`src/rtl/pc_fetch_unit.sv`:
```
// Program counter with a single-outstanding instruction fetch engine.
// imem_ack/imem_data are registered before use, so every output is a flop.
module pc_fetch_unit #(
   parameter logic [15:0] RESET_VECTOR = 16'h0000,
   parameter int unsigned TIMEOUT      = 15,
   parameter logic [15:0] NOP_WORD     = 16'h4303
) (
   input  logic        clk,
   input  logic        rst,
   input  logic        pc_inc,
   input  logic        en_pc_2,
   input  logic        branch_en,
   input  logic [9:0]  pc_offset,
   input  logic        fetch_req,
   input  logic [15:0] imem_data,
   input  logic        imem_ack,
   output logic [15:0] imem_addr,
   output logic        imem_rd,
   output logic [15:0] instruction,
   output logic        inst_valid,
   output logic [15:0] pc,
   output logic        busy,
   output logic        fetch_err
);

   typedef enum logic [1:0] {IDLE, READ, DONE} state_t;

   localparam logic [15:0] PC_RESET = {RESET_VECTOR[15:1], 1'b0};
   localparam logic [7:0]  TMO      = 8'(TIMEOUT);

   state_t      r_state, w_state_nxt;
   logic [15:0] r_pc, w_pc_nxt, w_br_off;
   logic [7:0]  r_cnt, w_cnt_nxt, w_cnt_inc;
   logic [15:0] r_addr, w_addr_nxt;
   logic [15:0] r_inst, w_inst_nxt;
   logic [15:0] r_data, w_data_nxt;
   logic        r_rd, w_rd_nxt;
   logic        r_valid, w_valid_nxt;
   logic        r_err, w_err_nxt;
   logic        r_ack, w_ack_nxt;

   // Word offset scaled to bytes; result stays even because r_pc is even.
   assign w_br_off  = {{5{pc_offset[9]}}, pc_offset, 1'b0};
   assign w_cnt_inc = r_cnt + 8'd1;

   always_comb begin
      w_pc_nxt = r_pc;
      if (pc_inc) begin
         if (branch_en)
            w_pc_nxt = r_pc + 16'd2 + w_br_off;
         else if (en_pc_2)
            w_pc_nxt = r_pc + 16'd2;
      end
   end

   always_ff @(posedge clk or negedge rst) begin
      if (!rst)
         r_state <= IDLE;
      else
         r_state <= w_state_nxt;
   end

   always_comb begin
      w_state_nxt = r_state;
      w_cnt_nxt   = r_cnt;
      w_addr_nxt  = r_addr;
      w_inst_nxt  = r_inst;
      w_data_nxt  = r_data;
      w_rd_nxt    = r_rd;
      w_valid_nxt = 1'b0;
      w_err_nxt   = r_err;
      w_ack_nxt   = 1'b0;
      case (r_state)
         IDLE: begin
            w_rd_nxt = 1'b0;
            if (fetch_req) begin
               w_state_nxt = READ;
               w_addr_nxt  = r_pc;
               w_err_nxt   = 1'b0;
               w_cnt_nxt   = '0;
               w_rd_nxt    = 1'b1;
            end
         end
         READ: begin
            w_rd_nxt = 1'b1;
            if (r_ack) begin
               w_state_nxt = DONE;
               w_inst_nxt  = r_data;
               w_valid_nxt = 1'b1;
               w_rd_nxt    = 1'b0;
            end else begin
               w_cnt_nxt = w_cnt_inc;
               if (imem_ack) begin
                  w_ack_nxt  = 1'b1;
                  w_data_nxt = imem_data;
               end else if (w_cnt_inc == TMO) begin
                  // An ack on this same cycle would have taken the branch above.
                  w_state_nxt = DONE;
                  w_inst_nxt  = NOP_WORD;
                  w_err_nxt   = 1'b1;
                  w_valid_nxt = 1'b1;
                  w_rd_nxt    = 1'b0;
               end
            end
         end
         DONE: begin
            w_state_nxt = IDLE;
            w_rd_nxt    = 1'b0;
         end
         default: begin
            w_state_nxt = IDLE;
            w_rd_nxt    = 1'b0;
         end
      endcase
   end

   always_ff @(posedge clk or negedge rst) begin
      if (!rst) begin
         r_pc    <= PC_RESET;
         r_cnt   <= '0;
         r_addr  <= '0;
         r_inst  <= '0;
         r_data  <= '0;
         r_rd    <= 1'b0;
         r_valid <= 1'b0;
         r_err   <= 1'b0;
         r_ack   <= 1'b0;
      end else begin
         r_pc    <= w_pc_nxt;
         r_cnt   <= w_cnt_nxt;
         r_addr  <= w_addr_nxt;
         r_inst  <= w_inst_nxt;
         r_data  <= w_data_nxt;
         r_rd    <= w_rd_nxt;
         r_valid <= w_valid_nxt;
         r_err   <= w_err_nxt;
         r_ack   <= w_ack_nxt;
      end
   end

   assign pc          = r_pc;
   assign imem_addr   = r_addr;
   assign imem_rd     = r_rd;
   assign instruction = r_inst;
   assign inst_valid  = r_valid;
   assign fetch_err   = r_err;
   assign busy        = (r_state != IDLE);

endmodule

```
`config.mk`:
```
export PLATFORM = sky130hd
export DESIGN_NAME = pc_fetch_unit
export DESIGN_NICKNAME = d
export VERILOG_FILES = /design/src/rtl/pc_fetch_unit.sv
export SDC_FILE = /design/constraint.sdc
export NUM_CORES = 1
export LEC_CHECK = 0
export ABC_CLOCK_PERIOD_IN_PS = 3500
export BUFFER_PORTS_ARGS = -buffer_cell sky130_fd_sc_hd__clkbuf_2
export CAP_MARGIN = 20
export CORE_ASPECT_RATIO = 1.2
export CORE_MARGIN = 3
export CORE_UTILIZATION = 55
export DETAILED_ROUTE_END_ITERATION = 8
export MAX_ROUTING_LAYER = met4
export PLACE_DENSITY = 0.77
export SYNTH_ARGS = -nofsm -noshare
export SYNTH_HDL_FRONTEND = slang
export SYNTH_SLANG_ARGS = --single-unit
```
`constraint.sdc`:
```
create_clock -name clk -period 3.5 [get_ports clk]
set_input_delay 0.175 -clock clk [delete_from_list [all_inputs] [get_ports clk]]
set_output_delay 0.175 -clock clk [all_outputs]
set_load 0.01 [all_outputs]
```
; ---- After elaboration in Yosys (flattened, before gate mapping)
; Index checks and enable logic that the tools add are counted.
[classes]
n_addsub = 3
n_eq_ne = 9
n_mux = 30
n_bitwise = 1
reduce_logical = 12
[op_table]
columns = cell, n
row1 = two-way mux 16 bit, 5
row2 = adder 16 bit, 1
row3 = adder 16 x 2 -> 16 bit (second input constant), 1
row4 = two-way mux 8 bit, 2
row5 = one-hot mux 8 bit (2 select lines), 1
row6 = two-way mux 1 bit, 15
row7 = AND reduction 3 bit, 4
row8 = adder 8 x 1 -> 8 bit (second input constant), 1
row9 = == test 8 x 4 -> 1 bit (second input constant), 1
row10 = two-way mux 2 bit, 4
row11 = != test 2 bit (second input constant), 4
row12 = nonzero test 2 bit, 4
row13 = != test 3 bit (second input constant), 2
row14 = AND reduction 5 bit, 1
row15 = one-hot mux 1 bit (2 select lines), 2
row16 = one-hot mux 2 bit (2 select lines), 1
row17 = AND reduction 2 bit, 2
row18 = == test 2 x 1 -> 1 bit (second input constant), 1
row19 = zero test 2 bit, 1
row20 = != test 2 x 1 -> 1 bit (second input constant), 1
row21 = NOT 1 bit, 1
[word_totals]
regBits = 78
output_inout_bits = 52

; ---- Logic depth before layout (Yosys ltp)
[depth]
ltp_word = 6
mapped_depth = 13

; ---- Worst setup path after synthesis
; OpenSTA, ideal clock, no wires.
[synth_path]
path_kind = register to register
startpoint = register r_pc[4] (netlist: pc[4])
endpoint = register r_pc[15] (netlist: pc[15])
setup_ns = 0.133
t_arrival_ns = 2.685
t_required_ns = 3.367
setup_slack_ns = 0.682
stages_incl_launch_ff = 14
period_less_slack_ns = 2.818
path_cell_list = dfrtp_1 buf_4 and4_4 and3_1 nand2_1 xnor2_1 ha_1 a21o_1 a21o_1 a21oi_1 o21ai_2 a221oi_2 mux2i_1 nand4_1
[synth_via]
elab_chain_len = 3
[synth_rtl]
columns = item, line_no
row1 = start: declaration, 32  ; logic [15:0] r_pc, w_pc_nxt, w_br_off;
row2 = start signal: assignment, 129  ; r_pc <= w_pc_nxt;
row3 = adder 16 x 2 -> 16 bit (*), "50, 52"
row4 = adder 16 bit or two-way mux 16 bit (tied branches), "50, 51"
row5 = two-way mux 16 bit (*), 49  ; if (branch_en)
; Mark *: on every way between the ends. The rest lies on a longest branch, timed or not. The select of a mux whose other input is x is not followed.
; A chain may end at the register's enable or synchronous reset.

; ---- Worst setup path in the final report
; Ends and elaborated chain as after synthesis.

==> results.yml <==
status:
  status: "completed"
global_routing:
  grt-ovfl-total: 0
  grt_antenna_before_repair: 0
  grt_pass1_wl_microns: 14860
  grt_max_degree: 77
  grt_pass1_vias: 3107
  grt_usage: 0.2233
timing:
  period_minus_slack_ns: 3.129
  fmax_ghz: 0.3196
  finClkSkew_ns: 0.008981
  setup_slack_ns: 0.3711
  rsz0062_at_grt: "false"
  period_share: 0.8940
  worstMarginPinSlew_ns: 0.9252
  hold_viol: 0
  relSlewSlack: 0.3832
  fin_setup_tns_ns: 0
  report.final.slew_viol_count: 0
  setup_viol: 0
pwr:
  intPower_mw: 2.587
  peakVddDrop_uv: 488.2
  power_per_cell_area_mw_per_mm2: 894.6
  p_sw_frac: 0.4016
  p_seq_frac: 0.375
  p_clk_frac: 0.161
  pwr-share-comb: 0.464
  p_switching_mw: 1.737
  leakage_nw: 2.334
logic_synthesis:
  ys_async_sr_fraction: 1.000
  synth_area_sq_mm: 0.004169
  synth_edf_count: 0
  yosysSeqAreaShare: 0.4562
  yosysWarnings: 0
  syn_avg_cell_area_sq_um: 10.66
  synth_ff_type: "dfrtp_1"
  synth-seq-cells: 76
  synth.distinct_cells: 54
  postSynthCellCount: 391
clock_tree:
  cts_tree: "yes"
  cts_inserted_buffers: 9
  clk_latency_ns: 0.35
  clock-sinks: 76
  hold_buffers: 1
  clockBufferDepth: 2
  ctsHtreeMaxLevel: 3
  cts.clk_slew.worst_paths_ns: 0.09
  postCtsSetupBuffers: 0
  cts_root_buf: "clkbuf_8"
  ctsResizeCount: 0
setup_path:
  path_cells: "and4_4, and3_1, nand2_1, xnor2_1, ha_1, a21o_1, a21o_1, a21oi_1, o21ai_2, a221oi_2, mux2i_1, nand4_1"
  r2r_cells: 12
  crit_type: "reg -> reg"
  worstPathArrival_ns: 3.35
  critPathMaxFanout: 9
  reg2reg_to: "pc[15]"
  r2r_start: "pc[4]"
  crit_top_cell: "a21o_1"
  cp_data_required_time_ns: 3.73
  reg2reg_slack_ns: 0.37
  critPathCaptureType: "register"
  critPathSlowestCell: "dfrtp_1"
  cp_top_family: "compound AO/OA/AOI/OAI gates"
  cpPeakStageDelay_ns: 0.51
  path_buf_inv: 0
  critPathLaunchType: "register"
hold_path:
  holdPathStages: 2
  worstHoldPathType: "in -> reg"
  hold_end: "r_data[13]"
  hp-start: "imem_data[13]"
die:
  rows: 34
  die_x_microns: 85.48
  die_h_microns: 101.4
  die_area_sq_mm: 0.008665
  start_util: 0.5698
  io_pins: 85
  core_area_sq_mm: 0.007317
layout:
  mostFrequentLayoutCells: "81 x clkbuf_2, 76 x dfrtp_1, 33 x o21ai_0"
  layout_commonest_cell: "clkbuf_2"
  insertedDiodeCount: 0
  area.growth.synth_to_final_pct: 15.94
  drive_above_1_share: 0.3095
  n_fill_cell: 600
  multi_input_area_sq_mm: 0.002126
  design_area_sq_mm: 0.004833
  ff_latch_area_sq_mm: 0.001902
  stdcell_count: 565
  final_net_count: 525
drt:
  drc: 0
  vias: 3219
  avgViaCountPerCell: 5.697
  routed_wl_microns: 9041
  dr.first_iter.drc_count: 139
  avgRoutedWirePerCell_microns: 16.00
  drt_first_pass_iters: 4
  ant_nets: 0
place:
  dp_hpwl_microns: 6645
  placed_cells: 548
  io_buffers: 82
  postPlaceCellArea_sq_mm: 0.004617
  place_ws_ns: 0.4355
  routabilityCongestion: 0.9178
run:
  max_cap_violations: 0
state kept, by name, summed over array words and instances (netlist names):
signal and flops:
r_cnt 8, r_state 2, imem_addr 15, pc 15
fetch_err 1, r_ack 1, instruction 16, inst_valid 1
r_data 16, imem_rd 1
area by class of cell:
cell class,count,area share
Clock inverter,7,0.01709
Clock buffer,9,0.02563
Inverter,11,0.008543
Tap cell,90,0.02330
Sequential cell,76,0.3935
Timing Repair Buffer,86,0.09216
Multi-Input combinational cell,286,0.4398
through the flow:
step	power (mW)	util	hold slack, ns
after floorplan	3.008	-	-0.1206
after global placement	3.588	0.6310	0.3733
after detailed placement	3.652	0.6310	0.3780
after CTS	4.359	0.6606	0.04132
after global routing	4.655	0.6606	0.04701
final	4.324	0.6606	0.05430
kinds of logic after synthesis:
group                    share of synthesized area
adder cells (fa/ha/maj)                    0.06783
flip-flops                                  0.4562
AND/OR/NAND/NOR                             0.1336
XOR/XNOR                                   0.06063
AO/OA/AOI/OAI                               0.1525
buffers and inverters                      0.03481
multiplexers                               0.09364
other                                    0.0008995
cells in the mapped netlist, types with 8 or more instances:
cell / count / area, sq um
a21oi_1: 14 / 70.07
a22o_1: 11 / 96.34
clkbuf_1: 8 / 30.03
dfrtp_1: 76 / 1902
ha_1: 21 / 262.8
inv_1: 10 / 37.54
mux2_2: 32 / 360.4
nand2_1: 20 / 75.07
nand3_1: 9 / 45.04
nor2_1: 22 / 82.58
o21ai_0: 33 / 165.2
xnor2_1: 13 / 113.9
xor2_1: 14 / 122.6
worst max-delay path by stage:
stage | end | slack [ns] | from | cells past startpoint
after floorplan | pc[15] | 0.68 | pc[4] | 13
after global placement | pc[15] | 0.53 | pc[4] | 12
after detailed placement | pc[15] | 0.44 | pc[4] | 12
after CTS | pc[15] | 0.41 | pc[4] | 12
after global routing | pc[15] | 0.19 | pc[4] | 11
final | pc[15] | 0.37 | pc[4] | 12
metal layers:
layer,up-vias,share of wire,global-route usage
met1,1558,0.46,0.2856
met4,0,0.011,0.06821
met3,8,0.051,0.03987
li1,1569,-,-
met2,84,0.48,0.3636
met5,-,0,-
power by group through the flow:
stage	clock, mW	combinational (mW)	sequential [mW]
final	0.696	2.01	1.62
after global routing	0.743	2.23	1.69
after floorplan	0	1.35	1.66
after detailed placement	0	2.02	1.64
after CTS	0.712	2.03	1.62
after global placement	0	1.97	1.61
Note: power is estimated with default switching activity, not from simulation.
